===== config.mk =====
export PLATFORM = sky130hd
export DESIGN_NAME = fetch_stage
export DESIGN_NICKNAME = d
export VERILOG_FILES = /design/src/rtl/fetch_pkg.sv /design/src/rtl/fetch_buffer.sv /design/src/rtl/fetch_stage.sv
export SDC_FILE = /design/constraint.sdc
export NUM_CORES = 1
export LEC_CHECK = 0
export ABC_AREA = 1
export CAP_MARGIN = 0
export CORE_ASPECT_RATIO = 0.75
export CORE_MARGIN = 1.5
export CORE_UTILIZATION = 57
export CTS_CLUSTER_SIZE = 8
export DETAILED_ROUTE_END_ITERATION = 16
export PLACE_DENSITY_LB_ADDON = 0.08
export SKIP_LAST_GASP = 1
export SYNTH_ARGS = -nofsm -noshare
export SYNTH_HDL_FRONTEND = slang
export SYNTH_SLANG_ARGS = --single-unit

===== constraint.sdc =====
create_clock -name clk -period 5.4 [get_ports clk]
set_clock_uncertainty 0.15 [all_clocks]
set_input_delay 0.81 -clock clk [delete_from_list [all_inputs] [get_ports clk]]
set_output_delay 0.81 -clock clk [all_outputs]
set_load 0.02 [all_outputs]

===== src/rtl/fetch_pkg.sv =====
// Shared types and constants for the instruction fetch stage.
// Latency: n/a (types and constants only).
// Backpressure: n/a.
package fetch_pkg;

  // Canonical RISC-V NOP (addi x0, x0, 0), presented whenever no instruction is valid.
  localparam logic [31:0] NOP_INSTR = 32'h0000_0013;

  // Widths of the default 32-bit configuration, used by fetch_entry_t.
  localparam int FETCH_AW = 32;
  localparam int FETCH_DW = 32;

  // FETCH: normal operation. DRAIN: waiting out a request made obsolete by a redirect.
  typedef enum logic [0:0] {
    FETCH = 1'b0,
    DRAIN = 1'b1
  } fetch_state_t;

  // One buffered instruction together with the PC it was fetched from.
  typedef struct packed {
    logic [FETCH_DW-1:0] instr;
    logic [FETCH_AW-1:0] pc;
  } fetch_entry_t;

endpackage


===== src/rtl/fetch_buffer.sv =====
// Two-entry instruction queue holding {instr, pc} pairs between imem and the F/D register.
// Latency: a pushed entry is visible at the head one cycle after the push.
// Backpressure: push is ignored when full, pop when empty; flush empties it and wins over both.
module fetch_buffer #(
  parameter int ADDRESS_WIDTH = 32,
  parameter int DATA_WIDTH    = 32
) (
  input  logic                     clk,
  input  logic                     rst_n,
  input  logic                     push,
  input  logic                     pop,
  input  logic                     flush,
  input  logic [DATA_WIDTH-1:0]    push_instr,
  input  logic [ADDRESS_WIDTH-1:0] push_pc,
  output logic [1:0]               count,
  output logic [DATA_WIDTH-1:0]    head_instr,
  output logic [ADDRESS_WIDTH-1:0] head_pc
);

  logic [DATA_WIDTH-1:0]    instr_mem [2];
  logic [ADDRESS_WIDTH-1:0] pc_mem    [2];
  logic                     rd_ptr;
  logic                     wr_ptr;
  logic                     do_push;
  logic                     do_pop;

  // Guard against overflow/underflow so the pointers can never run past each other.
  assign do_push = push & (count != 2'd2);
  assign do_pop  = pop  & (count != 2'd0);

  assign head_instr = instr_mem[rd_ptr];
  assign head_pc    = pc_mem[rd_ptr];

  // Pointer, occupancy and storage update; a flush discards everything in one cycle.
  always_ff @(posedge clk or negedge rst_n) begin
    if (!rst_n) begin
      rd_ptr       <= 1'b0;
      wr_ptr       <= 1'b0;
      count        <= 2'd0;
      instr_mem[0] <= '0;
      instr_mem[1] <= '0;
      pc_mem[0]    <= '0;
      pc_mem[1]    <= '0;
    end else if (flush) begin
      rd_ptr <= 1'b0;
      wr_ptr <= 1'b0;
      count  <= 2'd0;
    end else begin
      if (do_push) begin
        instr_mem[wr_ptr] <= push_instr;
        pc_mem[wr_ptr]    <= push_pc;
        wr_ptr            <= ~wr_ptr;
      end
      if (do_pop) begin
        rd_ptr <= ~rd_ptr;
      end
      case ({do_push, do_pop})
        2'b10:   count <= count + 2'd1;
        2'b01:   count <= count - 2'd1;
        default: count <= count;
      endcase
    end
  end

endmodule


===== src/rtl/fetch_stage.sv =====
// Fetch stage: owns the fetch PC, requests imem over valid/ready, feeds rd/pcf/pcplus4f to F/D.
// Latency: 1 cycle from an accepted imem request to validf; 1 instr/cycle with zero-wait memory.
// Backpressure: stallf holds the head; requests stop at 2 buffered. Optional FETCH_PERF_EN adds counters.
module fetch_stage
  import fetch_pkg::*;
#(
  parameter int                     ADDRESS_WIDTH = 32,
  parameter int                     DATA_WIDTH    = 32,
  parameter logic [ADDRESS_WIDTH-1:0] RESET_VECTOR  = 32'h0000_0000
) (
  input  logic                     clk,
  input  logic                     rst_n,
  input  logic                     stallf,
  input  logic                     pcsrce,
  input  logic [ADDRESS_WIDTH-1:0] pctargete,
  output logic                     imem_req,
  output logic [ADDRESS_WIDTH-1:0] imem_addr,
  input  logic                     imem_ready,
  input  logic [DATA_WIDTH-1:0]    imem_rdata,
  output logic [DATA_WIDTH-1:0]    rd,
  output logic [ADDRESS_WIDTH-1:0] pcf,
  output logic [ADDRESS_WIDTH-1:0] pcplus4f,
  output logic                     validf
`ifdef FETCH_PERF_EN
  ,
  output logic [31:0]              fetch_count,
  output logic [31:0]              stall_count
`endif
);

  fetch_state_t             state_q;
  logic [ADDRESS_WIDTH-1:0] fetch_pc_q;
  logic [ADDRESS_WIDTH-1:0] drain_addr_q;
  logic [ADDRESS_WIDTH-1:0] target_aligned;
  logic                     req_want;
  logic                     push;
  logic                     pop;
  logic [1:0]               count;
  logic [DATA_WIDTH-1:0]    head_instr;
  logic [ADDRESS_WIDTH-1:0] head_pc;
  logic                     unused_target_lsbs;

  // Instructions are word aligned, so the low target bits carry no information.
  assign target_aligned     = {pctargete[ADDRESS_WIDTH-1:2], 2'b00};
  assign unused_target_lsbs = ^pctargete[1:0];

  // In DRAIN the stale request must be kept up until memory completes it. In FETCH a request
  // only goes out when a slot is free; with one request in flight it can never overflow.
  // Gating with rst_n drops the request the moment reset asserts.
  assign req_want  = (state_q == DRAIN) | (count != 2'd2);
  assign imem_req  = rst_n & req_want;
  assign imem_addr = (state_q == DRAIN) ? drain_addr_q : fetch_pc_q;

  // Responses are kept only in FETCH and never in the cycle a redirect arrives.
  assign push = imem_req & imem_ready & (state_q == FETCH) & ~pcsrce;
  assign pop  = validf & ~stallf;

  // Fetch PC and drain tracking; a redirect overrides every other update.
  always_ff @(posedge clk or negedge rst_n) begin
    if (!rst_n) begin
      state_q      <= FETCH;
      fetch_pc_q   <= {RESET_VECTOR[ADDRESS_WIDTH-1:2], 2'b00};
      drain_addr_q <= {RESET_VECTOR[ADDRESS_WIDTH-1:2], 2'b00};
    end else if (pcsrce) begin
      fetch_pc_q <= target_aligned;
      if (imem_req & ~imem_ready) begin
        // Request still in flight: hold its address until memory finishes with it.
        state_q      <= DRAIN;
        drain_addr_q <= imem_addr;
      end else begin
        state_q <= FETCH;
      end
    end else if (state_q == DRAIN) begin
      if (imem_ready) begin
        state_q <= FETCH;
      end
    end else if (push) begin
      fetch_pc_q <= fetch_pc_q + ADDRESS_WIDTH'(4);
    end
  end

  fetch_buffer #(
    .ADDRESS_WIDTH (ADDRESS_WIDTH),
    .DATA_WIDTH    (DATA_WIDTH)
  ) u_buffer (
    .clk        (clk),
    .rst_n      (rst_n),
    .push       (push),
    .pop        (pop),
    .flush      (pcsrce),
    .push_instr (imem_rdata),
    .push_pc    (imem_addr),
    .count      (count),
    .head_instr (head_instr),
    .head_pc    (head_pc)
  );

  // Empty queue presents a NOP at PC 0 so the F/D register never latches stale data.
  assign validf   = (count != 2'd0);
  assign rd       = validf ? head_instr : DATA_WIDTH'(NOP_INSTR);
  assign pcf      = validf ? head_pc : '0;
  assign pcplus4f = pcf + ADDRESS_WIDTH'(4);

`ifdef FETCH_PERF_EN
  // Count delivered instructions and cycles where a valid head was held by a stall.
  always_ff @(posedge clk or negedge rst_n) begin
    if (!rst_n) begin
      fetch_count <= 32'd0;
      stall_count <= 32'd0;
    end else begin
      if (pop) begin
        fetch_count <= fetch_count + 32'd1;
      end
      if (validf & stallf) begin
        stall_count <= stall_count + 32'd1;
      end
    end
  end
`endif

endmodule


# == Word-level counts from Yosys, hierarchy flattened ==
# Cells that the tools add are included.
# word_totals
output_inout_bits,130
in_bits,69
word_cells,73
register_bits,197
# classes
n_eq_ne,4
n_bitwise,17
n_lt_le_gt_ge,3
addsub,4
n_reduce_logical,9
muxes,26
# op_table
cell,count
2-to-1 mux 32 bit,13
bitwise mux 64 bit,2
adder 32 x 3 -> 32 bit (second input constant),2
demux 32 bit (select 1 bit),1
AND 1 bit,8
2-to-1 mux 1 bit,8
nonzero test 2 bit,4
NOT 1 bit,6
AND reduction 2 bit,3
greater-or-equal comparator 2 bit (second input constant),2
!= test 2 bit (second input constant),2
NOT 1 -> 2 bit,2
one-hot mux 2 bit (2 select lines),1
nonzero test 3 bit,1
adder 2 x 1 -> 2 bit (second input constant),1
== test 2 x 1 -> 1 bit (second input constant),1
== test 2 bit (second input constant),1
less-than comparator 2 x 1 -> 1 bit (second input constant),1
2-to-1 mux 2 bit,1
subtractor 2 x 1 -> 2 bit (second input constant),1
logical AND 1 bit,1
bitwise OR 1 bit,1

# == Longest topological paths before layout ==
# logic_depth
ltp_word,10
depth_mapped,14
depth_no_buf,13

# == Cells and area by module ==
# A second synthesis with hierarchy kept.
# hier_totals
hier_cells,1642
area_unflattened_um2,11623.6
# by_module_without_submodules
module,cells_per_inst,seq_area_each_um2,area_each_um2,n_inst
fetch_buffer,718,3303.2,6103.4,1
fetch_stage,924,1576.5,5520.3,1

# == Least setup slack after synthesis ==
# OpenSTA, ideal clock, no wires.
# synth_timing
kind,register to output
from,register u_buffer.count[0]
to,output pcplus4f[18]
required_time_ps,4440
path_slack_ps,2089
n_path_buf,2
arrival_time_ps,2351
stages_incl_launch_ff,13
cell_sequence,dfrtp_1 -> nor2_2 -> inv_4 -> buf_2 -> buf_2 -> nand2_1 -> inv_1 -> ha_1 -> inv_1 -> nor2_2 -> nand2_2 -> nor2_2 -> xor2_1
# synth_via
elab_chain_cells,3
# synth_rtl
item,line,rtl
start: declaration,fetch_buffer.sv:15,"output logic [1:0] count,"
start signal: assignment,fetch_buffer.sv:58,2'b10: count <= count + 2'd1;
start signal: assignment,fetch_buffer.sv:59,2'b01: count <= count - 2'd1;
start signal: assignment,fetch_buffer.sv:60,default: count <= count;
nonzero test 2 bit,fetch_stage.sv:99,assign validf = (count != 2'd0);
net validf,fetch_stage.sv:23,output logic validf
2-to-1 mux 32 bit,fetch_stage.sv:101,assign pcf = validf ? head_pc : '0;
net pcf[3],fetch_stage.sv:21,"output logic [ADDRESS_WIDTH-1:0] pcf,"
adder 32 x 3 -> 32 bit,fetch_stage.sv:102,assign pcplus4f = pcf + ADDRESS_WIDTH'(4);
end: declaration,fetch_stage.sv:22,"output logic [ADDRESS_WIDTH-1:0] pcplus4f,"
# The timed path passes the listed nets, and every way through them passes these cells.

# == Worst setup path in the final report ==
# layout_timing
from,register u_buffer.rd_ptr
to,output pcplus4f[12]
# layout_via
elab_chain_cells,6
# layout_rtl
item,line,rtl
start: declaration,fetch_buffer.sv:22,logic rd_ptr;
start signal: assignment,fetch_buffer.sv:55,rd_ptr <= ~rd_ptr;
NOT 1 -> 2 bit (not written as such),fetch_buffer.sv:32,assign head_pc = pc_mem[rd_ptr];
2-to-1 mux 32 bit (not written as such) (3 in series),fetch_buffer.sv:32,
2-to-1 mux 32 bit,fetch_stage.sv:101,
adder 32 x 3 -> 32 bit,fetch_stage.sv:102,
# No other way between the ends. The select of a mux whose other input is x is not followed.

==> impl_summary.txt <==
----------------------------------------------------
[Layout]
  Count of fill cells added during filler insertion ... 1560
  Register area ... 4880 µm²
  Most common cell after layout, fill and taps aside ... sky130_fd_sc_hd__nand2_1
  Share of layout cells above drive strength 1 ... 5.41%
  Area of combinational cells with multiple inputs ... 4930 µm²
  Most used cells in the layout excluding fill and tap cells ... sky130_fd_sc_hd__nand2_1, sky130_fd_sc_hd__clkdlybuf4s50_1, sky130_fd_sc_hd__dfrtp_1
  Cell area after layout ... 13400 µm²
  Area growth from synthesis to layout ... 24.5%
  Total Nets Final ... 1759
  Diode count ... 0

[Clocking]
  Clock buffer depth ... 2
  Number of buffers inserted by hold repair at cts ... 0
  Clock-pin slew of the registers on the worst-case setup and hold paths ... 0.08 ns
  CTS root buf ... sky130_fd_sc_hd__clkbuf_16
  Clock tree from TritonCTS ... done
  Total number of clock tree sinks ... 195
  # H-tree levels ... 4
  Worst skew pair latency ... 0.45 ns
  Number of setup buffers added after CTS ... 0
  Inserted Clock Buffers ... 17
  Count of cells resized by post-cts repair ... 0

[Synthesis]
  Number of warning messages in the yosys log ... 0
  Share of the yosys chip area belonging to registers ... 45.5%
  Netlist area before placement ... 10700 µm²
  Main synth FF type ... sky130_fd_sc_hd__dfrtp_1
  Asr flop ratio synth ... 100%
  Count of different cell masters after synthesis ... 37
  Synthesis-stage register bit count ... 195
  Synthesized instance count ... 1530
  Syn Nets ... 1601
  Post-synth EDFFs ... 0
  Post-Syn Area per Cell ... 7.01 µm²

[GRT]
  Pin count of the biggest net entering global routing ... 94
  Combined global-route utilization of all metal layers ... 33.1%
  Number of antenna violations at the first check in global routing ... 0
  Number of global-route vias before repair ... 9641
  Gr ovfl total ... 0
  Wire length of the first global-routing pass ... 50.4 mm

[Die]
  Height of the die ... 122 µm
  Num rows ... 43
  Placeable Area ... 18500 µm²
  Floorplan die area ... 19700 µm²
  Die boundary width ... 161 µm
  Effective utilization at floorplan ... 58.1%
  I/O pin cnt ... 199

[Placed design]
  Number of input and output port buffers inserted ... 196
  Placed Instance Area ... 12700 µm²
  Final RePlAce weighted congestion ... 0.978
  Sum of net half-perimeters after detailed placement ... 22.0 mm

[Power]
  Internal cell power ... 3310 µW
  Switching power as a share of total power ... 39.2%
  Clock share of power ... 24.8%
  Lkg Pwr ... 0.00659 µW
  Combinational share of power ... 36.6%
  VDD IR max ... 0.000291 V
  Power density over cell area ... 407 nW/µm²
  Net switching power ... 2130 µW
  Proportion of power drawn by flip-flops and latches ... 38.6%

[Critical path]
  WP data required ... 4.44 ns
  Worst endpoint data arrival time ... 3.62 ns
  Type of element capturing the critical path ... output pin
  Worst setup SP type ... flip-flop
  Cell-by-cell listing of the critical path ... buf_4 > nand2_1 > nand2_1 > nand2_1 > inv_1 > ha_1 > inv_1 > nor2_2 > nand2_2 > nor2_4 > xor2_1 > clkdlybuf4s50_1
  Maximum cell stage delay along the critical path ... 0.76 ns
  Path type of the worst setup path ... reg -> out
  Most used cell along the critical path ... sky130_fd_sc_hd__nand2_1
  Critical-path cell with the highest stage delay ... sky130_fd_sc_hd__dfrtp_2
  Crit Path Max Fanout ... 33
  Worst-case register-to-register setup slack ... 1.79 ns

[Routing]
  Vias after detailed routing ... 10.5k
  Post-route DRC ... 0
  Per-cell routed wire length ... 16.1 µm
  Via/cell ratio ... 5.38
  Detailed-route wire length ... 31.4 mm
  Number of antenna-violating nets in the routed design ... 0
  First-iteration detailed-routing DRC count ... 1174
  Length of the first detailed-routing pass in iterations ... 6

[STA]
  Total Negative Setup Slacks ... 0 ns
  Slew margin rel. ... 33.4%
  Share of the clock period used by the worst path after layout ... 84.9%
  Worst-Margin Slew ... 1.00 ns
  Unrepaired setup endpoints after global routing ... no
  Post-route minimum period ... 4.58 ns
  Maximum clock frequency ... 218 MHz
  Final hold violations ... 0
  Final setup fails ... 0
  Final slew viol count ... 0

[Job]
  Max Cap Viol ... 0

[Hold path]
  Hold/Removal Path Class ... in -> async

[Outcome]
  Run status ... complete, no violations

----------------------------------------------------
==> cell usage after synthesis (2+ instances only) <==
library cell	instances	area share (%)
sky130_fd_sc_hd__o221ai_1	3	0.24
sky130_fd_sc_hd__buf_2	27	1.3
sky130_fd_sc_hd__xnor2_1	2	0.16
sky130_fd_sc_hd__nand2_1	706	25
sky130_fd_sc_hd__buf_4	11	0.77
sky130_fd_sc_hd__nor2_2	10	0.58
sky130_fd_sc_hd__o22ai_1	2	0.12
sky130_fd_sc_hd__o21ai_1	51	2.4
sky130_fd_sc_hd__nand4_1	5	0.29
sky130_fd_sc_hd__nand3_1	67	3.1
sky130_fd_sc_hd__inv_1	132	4.6
sky130_fd_sc_hd__ha_1	2	0.23
sky130_fd_sc_hd__o211ai_1	8	0.56
sky130_fd_sc_hd__nor2_1	94	3.3
sky130_fd_sc_hd__buf_6	5	0.52
sky130_fd_sc_hd__clkbuf_1	25	0.87
sky130_fd_sc_hd__inv_2	7	0.24
sky130_fd_sc_hd__nand3_2	4	0.37
sky130_fd_sc_hd__nand2_2	10	0.58
sky130_fd_sc_hd__xor2_1	30	2.4
sky130_fd_sc_hd__a21oi_1	34	1.6
sky130_fd_sc_hd__a31oi_1	4	0.23
sky130_fd_sc_hd__buf_1	3	0.10
sky130_fd_sc_hd__o21ai_0	74	3.5
sky130_fd_sc_hd__dfrtp_1	195	45
sky130_fd_sc_hd__nand3_4	2	0.33
sky130_fd_sc_hd__o21bai_1	2	0.14
sky130_fd_sc_hd__nor2_4	6	0.63
==> per-stage QoR <==
stage,cells,power (µW),hold slack (ns),setup WS [ns],utilization [%]
finish,1948,5440,0.193,0.817,72.4
floorplan,1530,3260,0.292,2.09,-
global placement,1916,4030,0.303,1.33,69.0
detailed placement,1916,4080,0.309,1.33,69.0
CTS,1948,5430,0.236,0.830,72.4
global route,1948,5740,0.246,0.543,72.4
==> worst paths after layout <==
| path | startpoint | endpoint | cells after the start |
|---|---|---|---|
| worst max-delay path | u_buffer.rd_ptr | pcplus4f[12] | 12 |
| worst min-delay path | rst_n | u_buffer.instr_mem[58] | 1 |
| worst max register to register | state_q | u_buffer.pc_mem[44] | 10 |
| worst min register to register | drain_addr_q[28] | drain_addr_q[28] | 2 |
| max in group asynchronous | rst_n | u_buffer.rd_ptr | 2 |
| min in group clk | drain_addr_q[28] | drain_addr_q[28] | 2 |
==> area by class of cell <==
type / count / area share, %
Clock buffer: 17 / 3.19
Multi-Input combinational cell: 1122 / 36.9
Sequential cell: 195 / 36.6
Clock inverter: 15 / 1.48
Inverter: 142 / 4.02
Tap cell: 247 / 2.31
Timing Repair Buffer: 210 / 15.5
==> logic make-up (layout without fill, tap and decap cells) <==
kind of cell               count (synthesis)  in the layout  share of synthesized area, %
and+or+nand+nor                          909            909                          34.3
adders and majority gates                  2              2                         0.233
buffers and inverters                    213            384                          8.54
xor gates and xnor gates                  32             32                          2.61
DFF                                      195            195                          45.5
AOI/OAI and AO/OA                        179            179                          8.78
==> registers in the layout, summed over array words and instances, names as in the netlist <==
register and flops:
drain_addr_q 32, u_buffer.pc_mem 64, state_q 1, u_buffer.count 2
u_buffer.instr_mem 64, u_buffer.wr_ptr 1, fetch_pc_q 30, u_buffer.rd_ptr 1
==> worst max-delay path: cells and delay by family (launching register included) <==
kind	cells	cell delay, ns
simple gates	6	0.83
buf+inv	4	1.21
flops	1	0.76
xor+xnor	1	0.15
fa+ha+maj	1	0.23
==> power groups by stage <==
stage	logic (µW)	clock network [µW]	registers [µW]
2_1_floorplan	1210	0	2050
3_3_place_gp	1930	0	2100
3_5_place_dp	1970	0	2120
4_1_cts	1980	1350	2090
5_1_grt	2170	1420	2150
6_report	1990	1350	2100
==> metal layers <==
layer | vias up | GRT usage [%] | routed length (µm)
li1 | 5041 | - | -
met1 | 4895 | 48.2 | 14000
met2 | 483 | 49.6 | 13800
met3 | 58 | 7.05 | 2900
met4 | 0 | 10.4 | 718
met5 | - | 0 | 0
Power figures use the tool's default switching activity.
